===== config.mk =====
export PLATFORM = sky130hd
export DESIGN_NAME = uart_rx
export DESIGN_NICKNAME = d
export VERILOG_FILES = /design/src/rtl/uart_pkg.sv /design/src/rtl/uart_fifo.sv /design/src/rtl/uart_rx.sv
export SDC_FILE = /design/constraint.sdc
export NUM_CORES = 1
export LEC_CHECK = 0
export CAP_MARGIN = 20
export CORE_ASPECT_RATIO = 1.2
export CORE_MARGIN = 5
export CORE_UTILIZATION = 40
export DETAILED_ROUTE_END_ITERATION = 10
export REMOVE_ABC_BUFFERS = 1
export SETUP_SLACK_MARGIN = 0.3
export SYNTH_ARGS = -nofsm -noshare
export SYNTH_HDL_FRONTEND = slang
export SYNTH_HIERARCHICAL = 1
export SYNTH_SLANG_ARGS = --single-unit
export TNS_END_PERCENT = 20

===== constraint.sdc =====
create_clock -name clk_i -period 8.2 [get_ports clk_i]
set_input_delay 1.64 -clock clk_i [delete_from_list [all_inputs] [get_ports clk_i]]
set_output_delay 1.64 -clock clk_i [all_outputs]
set_load 0.01 [all_outputs]

===== src/rtl/uart_pkg.sv =====
// Types and constants shared by the UART receiver, transmitter and FIFO.
package uart_pkg;

   localparam int unsigned DATA_BITS    = 8;
   localparam int unsigned MIN_BAUD_DIV = 4;

   typedef enum logic [1:0] {
      StIdle,
      StStart,
      StData,
      StStop
   } uart_state_e;

endpackage


===== src/rtl/uart_fifo.sv =====
// First-word-fall-through FIFO with an extra pointer bit to tell full from empty.
module uart_fifo #(
   parameter int unsigned Depth = 8,
   parameter int unsigned Width = 8
) (
   input  logic             clk_i,
   input  logic             rst_ni,
   input  logic             push_i,
   input  logic [Width-1:0] data_i,
   input  logic             pop_i,
   output logic [Width-1:0] data_o,
   output logic             empty_o,
   output logic             full_o
);

   localparam int unsigned AddrW = $clog2(Depth);
   localparam logic [AddrW:0] PtrOne = 1;

   logic [AddrW:0]   wr_ptr_q, rd_ptr_q;
   logic [Width-1:0] mem_q [Depth];
   logic             do_push, do_pop;

   assign empty_o = (wr_ptr_q == rd_ptr_q);
   assign full_o  = (wr_ptr_q[AddrW] != rd_ptr_q[AddrW]) &&
                    (wr_ptr_q[AddrW-1:0] == rd_ptr_q[AddrW-1:0]);

   assign do_pop  = pop_i && !empty_o;
   // A pop in the same cycle frees the slot, so a push into a full FIFO still lands.
   assign do_push = push_i && (!full_o || do_pop);

   always_ff @(posedge clk_i or negedge rst_ni) begin
      if (!rst_ni) begin
         wr_ptr_q <= '0;
         rd_ptr_q <= '0;
      end else begin
         if (do_push) wr_ptr_q <= wr_ptr_q + PtrOne;
         if (do_pop)  rd_ptr_q <= rd_ptr_q + PtrOne;
      end
   end

   always_ff @(posedge clk_i) begin
      if (do_push) mem_q[wr_ptr_q[AddrW-1:0]] <= data_i;
   end

   assign data_o = empty_o ? '0 : mem_q[rd_ptr_q[AddrW-1:0]];

endmodule


===== src/rtl/uart_rx.sv =====
// 8N1 UART receiver: line synchronizer, bit-timing FSM and receive FIFO.
module uart_rx
   import uart_pkg::*;
#(
   parameter int unsigned FIFO_DEPTH = 8
) (
   input  logic                 clk_i,
   input  logic                 rst_ni,
   input  logic [15:0]          baud_div_i,
   input  logic                 rx_en_i,
   input  logic                 rx_bit_i,
   input  logic                 rx_re_i,
   output logic [DATA_BITS-1:0] dout_o,
   output logic                 empty_o,
   output logic                 full_o,
   output logic                 frame_err_o,
   output logic                 overrun_o
);

   localparam int unsigned BitCntW = $clog2(DATA_BITS);
   localparam logic [BitCntW-1:0] LastBit = BitCntW'(DATA_BITS - 1);

   uart_state_e          state_q;
   logic [1:0]           sync_q;
   logic                 line;
   logic [15:0]          cnt_q, div_q, div_clamped, half_div;
   logic [BitCntW-1:0]   bit_cnt_q;
   logic [DATA_BITS-1:0] shift_q;
   logic                 tick, stop_good, push;
   logic                 frame_err_q, overrun_q;

   always_ff @(posedge clk_i or negedge rst_ni) begin
      if (!rst_ni) sync_q <= 2'b11;
      else         sync_q <= {sync_q[0], rx_bit_i};
   end
   assign line = sync_q[1];

   assign div_clamped = (baud_div_i < 16'(MIN_BAUD_DIV)) ? 16'(MIN_BAUD_DIV) : baud_div_i;
   assign half_div    = {1'b0, div_q[15:1]};

   always_comb begin
      tick = 1'b0;
      unique case (state_q)
         StStart:        tick = (cnt_q == half_div - 16'd1);
         StData, StStop: tick = (cnt_q == div_q - 16'd1);
         default:        tick = 1'b0;
      endcase
   end

   assign stop_good = rx_en_i && (state_q == StStop) && tick && line;
   assign push      = stop_good && (!full_o || rx_re_i);

   always_ff @(posedge clk_i or negedge rst_ni) begin
      if (!rst_ni) begin
         state_q     <= StIdle;
         cnt_q       <= '0;
         div_q       <= '0;
         bit_cnt_q   <= '0;
         shift_q     <= '0;
         frame_err_q <= 1'b0;
         overrun_q   <= 1'b0;
      end else begin
         frame_err_q <= 1'b0;
         overrun_q   <= 1'b0;
         if (!rx_en_i) begin
            state_q   <= StIdle;
            cnt_q     <= '0;
            bit_cnt_q <= '0;
         end else begin
            unique case (state_q)
               StIdle: begin
                  if (!line) begin
                     state_q <= StStart;
                     div_q   <= div_clamped;
                     cnt_q   <= '0;
                  end
               end
               StStart: begin
                  if (tick) begin
                     cnt_q     <= '0;
                     bit_cnt_q <= '0;
                     // A high line at mid-start-bit was a glitch, not a frame.
                     state_q   <= line ? StIdle : StData;
                  end else begin
                     cnt_q <= cnt_q + 16'd1;
                  end
               end
               StData: begin
                  if (tick) begin
                     cnt_q     <= '0;
                     shift_q   <= {line, shift_q[DATA_BITS-1:1]};
                     bit_cnt_q <= bit_cnt_q + 1'b1;
                     if (bit_cnt_q == LastBit) state_q <= StStop;
                  end else begin
                     cnt_q <= cnt_q + 16'd1;
                  end
               end
               StStop: begin
                  if (tick) begin
                     cnt_q   <= '0;
                     state_q <= StIdle;
                     if (!line)                     frame_err_q <= 1'b1;
                     else if (full_o && !rx_re_i)   overrun_q   <= 1'b1;
                  end else begin
                     cnt_q <= cnt_q + 16'd1;
                  end
               end
               default: state_q <= StIdle;
            endcase
         end
      end
   end

   assign frame_err_o = frame_err_q;
   assign overrun_o   = overrun_q;

   uart_fifo #(
      .Depth (FIFO_DEPTH),
      .Width (DATA_BITS)
   ) u_fifo (
      .clk_i   (clk_i),
      .rst_ni  (rst_ni),
      .push_i  (push),
      .data_i  (shift_q),
      .pop_i   (rx_re_i),
      .data_o  (dout_o),
      .empty_o (empty_o),
      .full_o  (full_o)
   );

endmodule


## Yosys cells after proc, flatten, opt, wreduce, memory -nomap -nowiden

Memories as Yosys holds them, arrays and structs flattened.
Index checks and enable logic that the tools add are counted.

- Add/sub/neg operators: 6
- $mul: 0
- Div/mod/pow operators: 0
- Order comparisons: 1
- Equality and inequality tests: 15
- Shifts and indexed selects: 0
- Multiplexer cells: 30
- Bitwise logic cells: 1
- Reduce and logical (&&, ||, !) cells: 20

Operators with widths:

| cell | number |
|---|---|
| 16-bit 2-to-1 mux | 4 |
| 16-bit == test | 2 |
| 16-bit case mux with 2 select lines | 1 |
| 16-bit by 1-bit adder with 16-bit output, second input constant | 1 |
| 16-bit by 3-bit < comparator with 1-bit output, second input constant | 1 |
| 15-bit by 1-bit subtractor with 16-bit output, second input constant | 1 |
| 16-bit by 1-bit subtractor with 16-bit output, second input constant | 1 |
| 3-bit inequality test, second input constant | 5 |
| 2-bit 2-to-1 mux | 7 |
| 1-bit 2-to-1 mux | 11 |
| 3-bit 2-to-1 mux | 3 |
| 3-bit AND reduction | 3 |
| 4-bit by 1-bit adder with 4-bit output, second input constant | 2 |
| 1-bit logical AND | 8 |
| 8-bit 2-to-1 mux | 1 |
| 2-bit case mux with 4 select lines | 1 |
| 3-bit case mux with 2 select lines | 1 |
| 5-bit AND reduction | 1 |
| 2-bit == test, second input constant | 2 |
| 4-bit == test | 1 |
| 3-bit by 1-bit adder with 3-bit output, second input constant | 1 |
| 3-bit == test | 1 |
| 3-bit == test, second input constant | 1 |
| 1-bit logical NOT | 3 |
| 9 further kinds | 10 |

- Register bits after elaboration: 57
- Bits in latches: 0
- Memory bits (writable): 64
- Memory bits (read-only): 0
- Input port bits: 21
- Output and inout port bits: 12
- Logic and storage cells: 84
- Memories kept: 1

Memories:

| memory | words | width | rd ports | clocked after memory_dff | write ports | line | RTL |
|---|---|---|---|---|---|---|---|
| u_fifo.mem_q | 8 | 8 | 1 | 0 | 1 | uart_fifo.sv:20 | `logic [Width-1:0] mem_q [Depth];` |

## Depth between registers and ports, before layout

- Depth after elaboration: 9
- Mapped depth: 18
- Depth with buffers taken out: 14

## Modules after synthesis

Netlist, hierarchy kept.

By module, submodules not included:

| module | times used | cells an instance | area each (µm²) | seq. area each (µm²) |
|---|---|---|---|---|
| uart_fifo | 1 | 158 | 3032.9 | 2122.0 |
| uart_rx | 1 | 298 | 2959.1 | 1228.7 |

## Worst setup path before layout

OpenSTA, ideal clock, no wires.

- Path kind: register -> register
- Start: register state_q[1]
- End: memory u_fifo.mem_q[3][0] (enable)
- Library setup time: 0.398 ns
- Arrival time: 5.541 ns
- Slack: 2.261 ns
- Stages on the path, launching flop included: 17
- Path buffers: 4
- Cell sequence: dfrtp_1 buf_6 buf_2 clkbuf_1 clkbuf_1 mux2i_1 ha_1 nor2b_1 nand4_1 mux2i_1 or3_1 a2111oi_0 o2111ai_2 or2_2 nor4_1 nand2_1 nor4b_1

- Longest elaborated chain between the ends: 9
- Elaborated cells on any way between the ends: 12

RTL lines:

| element | line | RTL |
|---|---|---|
| start, declared | uart_rx.sv:23 | `uart_state_e state_q;` |
| start signal, assigned | uart_rx.sv:55 | `state_q <= StIdle;` |
| start signal, assigned | uart_rx.sv:66 | `state_q <= StIdle;` |
| start signal, assigned | uart_rx.sv:73 | `state_q <= StStart;` |
| 2-bit == test (on tied branches) | uart_rx.sv:43, uart_rx.sv:50 |  |
| 2-bit OR reduction | uart_rx.sv:43 | `unique case (state_q)` |
| 1-bit case mux with 2 select lines | uart_rx.sv:43 |  |
| 1-bit logical AND * (2 in series) | uart_rx.sv:50 | `assign stop_good = rx_en_i && (state_q == StStop) && tick && line;` |
| 1-bit logical AND * | uart_rx.sv:51 | `assign push = stop_good && (!full_o \|\| rx_re_i);` |
| named net push | uart_rx.sv:29 | `logic tick, stop_good, push;` |
| 1-bit logical AND * | uart_fifo.sv:29 | `assign do_push = push_i && (!full_o \|\| do_pop);` |
| 1-bit 2-to-1 mux * | uart_fifo.sv:42 | `if (do_push) mem_q[wr_ptr_q[AddrW-1:0]] <= data_i;` |
| 1-bit 2-to-1 mux (not written as such) * | uart_fifo.sv:42 |  |
| end, declared | uart_fifo.sv:20 |  |

Mark *: on every way through the listed nets, which the timed path passes. The rest lies on a longest branch.

## Final worst setup path

- Start: register state_q[1]
- End: memory u_fifo.mem_q[7][2] (enable)

The elaborated chain is that of the path after synthesis.

==> results.yml <==
worst_hold_path:
  hold_start: "sync_q[0]"
  worst_hold_path_type: "reg -> reg"
  hold_path_end: "sync_q[1]"
  hold_depth: 0
sta:
  rsz0062_at_grt: "no"
  maxSlewViolCount: 0
  final.min_clock_period_ns: 5.76
  setup_viol: 0
  skew_ns: 0.0112
  worst_pin_slew_ns: 0.890
  fin_crit_sh: 0.702
  max_freq_mhz: 174
  relSlewSlack: 0.407
  fin_setup_tns_ns: 0
  hold_viol_final: 0
detailed_routing:
  vias: 3787
  final_antenna_net_count: 0
  drt_wl_total_um: 12100
  drt_iter0_drc: 248
  drtPass1Iterations: 4
  vias_per_cell: 5.33
  drc: 0
  routedWlPerCell_um: 17.0
global_routing:
  grt_max_degree: 58
  grt_pass1_wl_um: 19800
  grt_pass1_vias: 3796
  grt_overflow: 0
  track_usage: 0.149
  antenna_found_initial: 0
power_and_ir_drop:
  power_density_mw_per_mm2: 254
  ir_worst_vdd_mv: 0.128
  leakage_nw: 2.64
worst_setup_path:
  r2r_slack_ns: 2.44
  worstPathArrival_ns: 5.79
  critPathMaxStageDelay_ns: 0.70
  critPathKind: "reg -> reg"
  crit_family: "simple AND/OR/NAND/NOR gates"
  cp.buffers_inverters: 1
  slowest_stage: "dfrtp_1"
  crit-reg2reg-launch: "state_q[1]"
  r2r-end: "u_fifo/mem_q[7][2]"
  start_kind: "flip-flop"
  end_kind: "flip-flop"
  cp.required_ns: 8.23
  crit_chain: "mux2i_1, ha_1, nor2b_1, nand4_1, mux2i_1, or3_1, a2111oi_0, o2111ai_2, or2_2, nor4_1, clkbuf_2, nand4_1, nor2_1"
  r2r_cells: 13
  crit_fanout: 19
cts:
  post-cts-setup-buffers: 0
  cts.sinks: 121
  hold_buffers: 0
  clock_path_buffers: 2
  root_buffer: "clkbuf_16"
  h-tree-depth: 4
  numCtsBuffers: 17
  cts_resized: 0
  cts_tree: "built"
  clk_pin_slew_worst_paths_ns: 0.05
  clock_latency_ns: 0.41
placed_design:
  place_congestion: 0.814
  placed_area_mm2: 0.00648
  dpl.cell_count: 676
  dp_hpwl_um: 8550
  placement.io_buffers: 32
run:
  maxCapViolCount: 0
die:
  num_io_pins: 33
  die_area_mm2: 0.0175
  die_y_um: 144
  initial_core_util: 0.404
  die_w_um: 122
  rows: 49
  core_area_mm2: 0.0148
yosys:
  synth_warnings: 6
  synth_seq_area_share: 0.559
  syn_area_per_cell_um2: 13.1
  synth-edff-count: 64
  synthArstFlopShare: 0.471
  ys_ff_latch: 121
  synthCells: 456
  ys_types: 61
  netlist_area_mm2: 0.00599
  ys.flop_type: "edfxtp_1"
cells_and_area:
  instances_no_fill: 711
  diodes: 0
  stdcell_area_mm2: 0.00704
  num-nets-final: 522
  syn_to_final_growth_pct: 17.5
  drive_gt1_frac: 0.178
run_status:
  status: "completed"
==> metal layers <==
metal  vias to the layer above  global-route usage  part of all wire
li1                       1813                   -                 -
met5                         -                   0                 0
met4                         0              0.0614             0.020
met1                      1901               0.165              0.39
met2                        56               0.273              0.56
met3                        17              0.0368             0.029
==> Yosys cell counts, types with 10 or more instances <==
master,number,share of area
inv_1,13,0.0081
mux2i_1,22,0.037
mux2_2,25,0.047
o21ai_0,11,0.0092
and3_1,10,0.010
mux4_2,16,0.060
edfxtp_1,64,0.32
nor2_1,24,0.015
nor3_1,12,0.010
xnor2_1,16,0.023
dfrtp_1,55,0.23
nand3_1,11,0.0092
a21oi_1,18,0.015
xor2_1,14,0.020
nand2_1,24,0.015
==> area by class of cell <==
| type | count | area [um^2] |
|---|---|---|
| multi-input combinational | 300 | 2470 |
| sequential | 121 | 3350 |
| tap | 204 | 255 |
| timing repair buffer | 42 | 380 |
| clock buffer | 18 | 429 |
| clock inverter | 13 | 111 |
| inverter | 13 | 48.8 |
| fill | 1348 | 7790 |
==> cell usage in the layout, fill, tap and decap left out, types with 4 or more instances in the layout <==
cell type	instances
and3_1	10
edfxtp_1	64
a21boi_0	4
nand4_1	9
mux4_2	16
nor2_1	24
a21oi_1	18
inv_1	13
buf_2	4
nor4_1	9
or3_1	8
nand3_1	11
nor3_1	12
a211oi_1	4
clkinv_1	7
clkbuf_16	17
o21ai_0	11
nand2_1	24
clkdlybuf4s50_1	31
xor2_1	14
mux2_2	25
mux2i_1	22
or4_1	4
buf_4	6
dfrtp_1	55
nand2b_1	4
ha_1	6
xnor2_1	16
==> how the worst max path moves through the flow <==
stage                              end  slack [ns]  depth (start not counted)  startpoint
global route        u_fifo/mem_q[7][2]        1.98                         13  state_q[1]
detailed placement  u_fifo/mem_q[6][4]        1.86                         12  state_q[1]
finish              u_fifo/mem_q[7][2]        2.44                         13  state_q[1]
CTS                 u_fifo/mem_q[6][6]        1.83                         12  state_q[1]
global placement    u_fifo/mem_q[1][1]        2.08                         12  state_q[1]
floorplan           u_fifo/mem_q[3][0]        2.23                         12  state_q[1]
==> report_power, final <==
group / switching [mW] / internal, mW
Combinational: 0.166 / 0.207
Sequential: 0.0680 / 0.663
Clock: 0.247 / 0.435
==> cells by family (layout without fill, tap and decap cells) <==
family | Yosys count | after routing | synth area share
xor+xnor | 34 | 34 | 0.0566
simple gates | 130 | 130 | 0.119
fa+ha+maj | 6 | 6 | 0.0125
flops | 121 | 121 | 0.559
mux | 63 | 63 | 0.144
compound gates | 67 | 67 | 0.0798
buf+inv | 35 | 86 | 0.0290
==> per-stage QoR <==
| step | hold WS [ns] | util | setup WS (ns) | power [mW] |
|---|---|---|---|---|
| floorplan | 0.345 | - | 2.23 | 0.979 |
| global route | 0.360 | 0.475 | 1.98 | 1.87 |
| global placement | 0.355 | 0.437 | 2.08 | 1.12 |
| CTS | 0.360 | 0.473 | 1.83 | 1.81 |
| finish | 0.359 | 0.475 | 2.44 | 1.79 |
| detailed placement | 0.352 | 0.437 | 1.86 | 1.12 |
==> state kept, by name, summed over array words and instances, names as in the netlist, 2 cells and up <==
name / flops
cnt_q: 16
state_q: 2
u_fifo/mem_q: 64
div_q: 16
u_fifo/wr_ptr_q: 4
shift_q: 8
bit_cnt_q: 3
u_fifo/rd_ptr_q: 4
sync_q: 2
No activity file was read; power rests on OpenSTA's default activity.
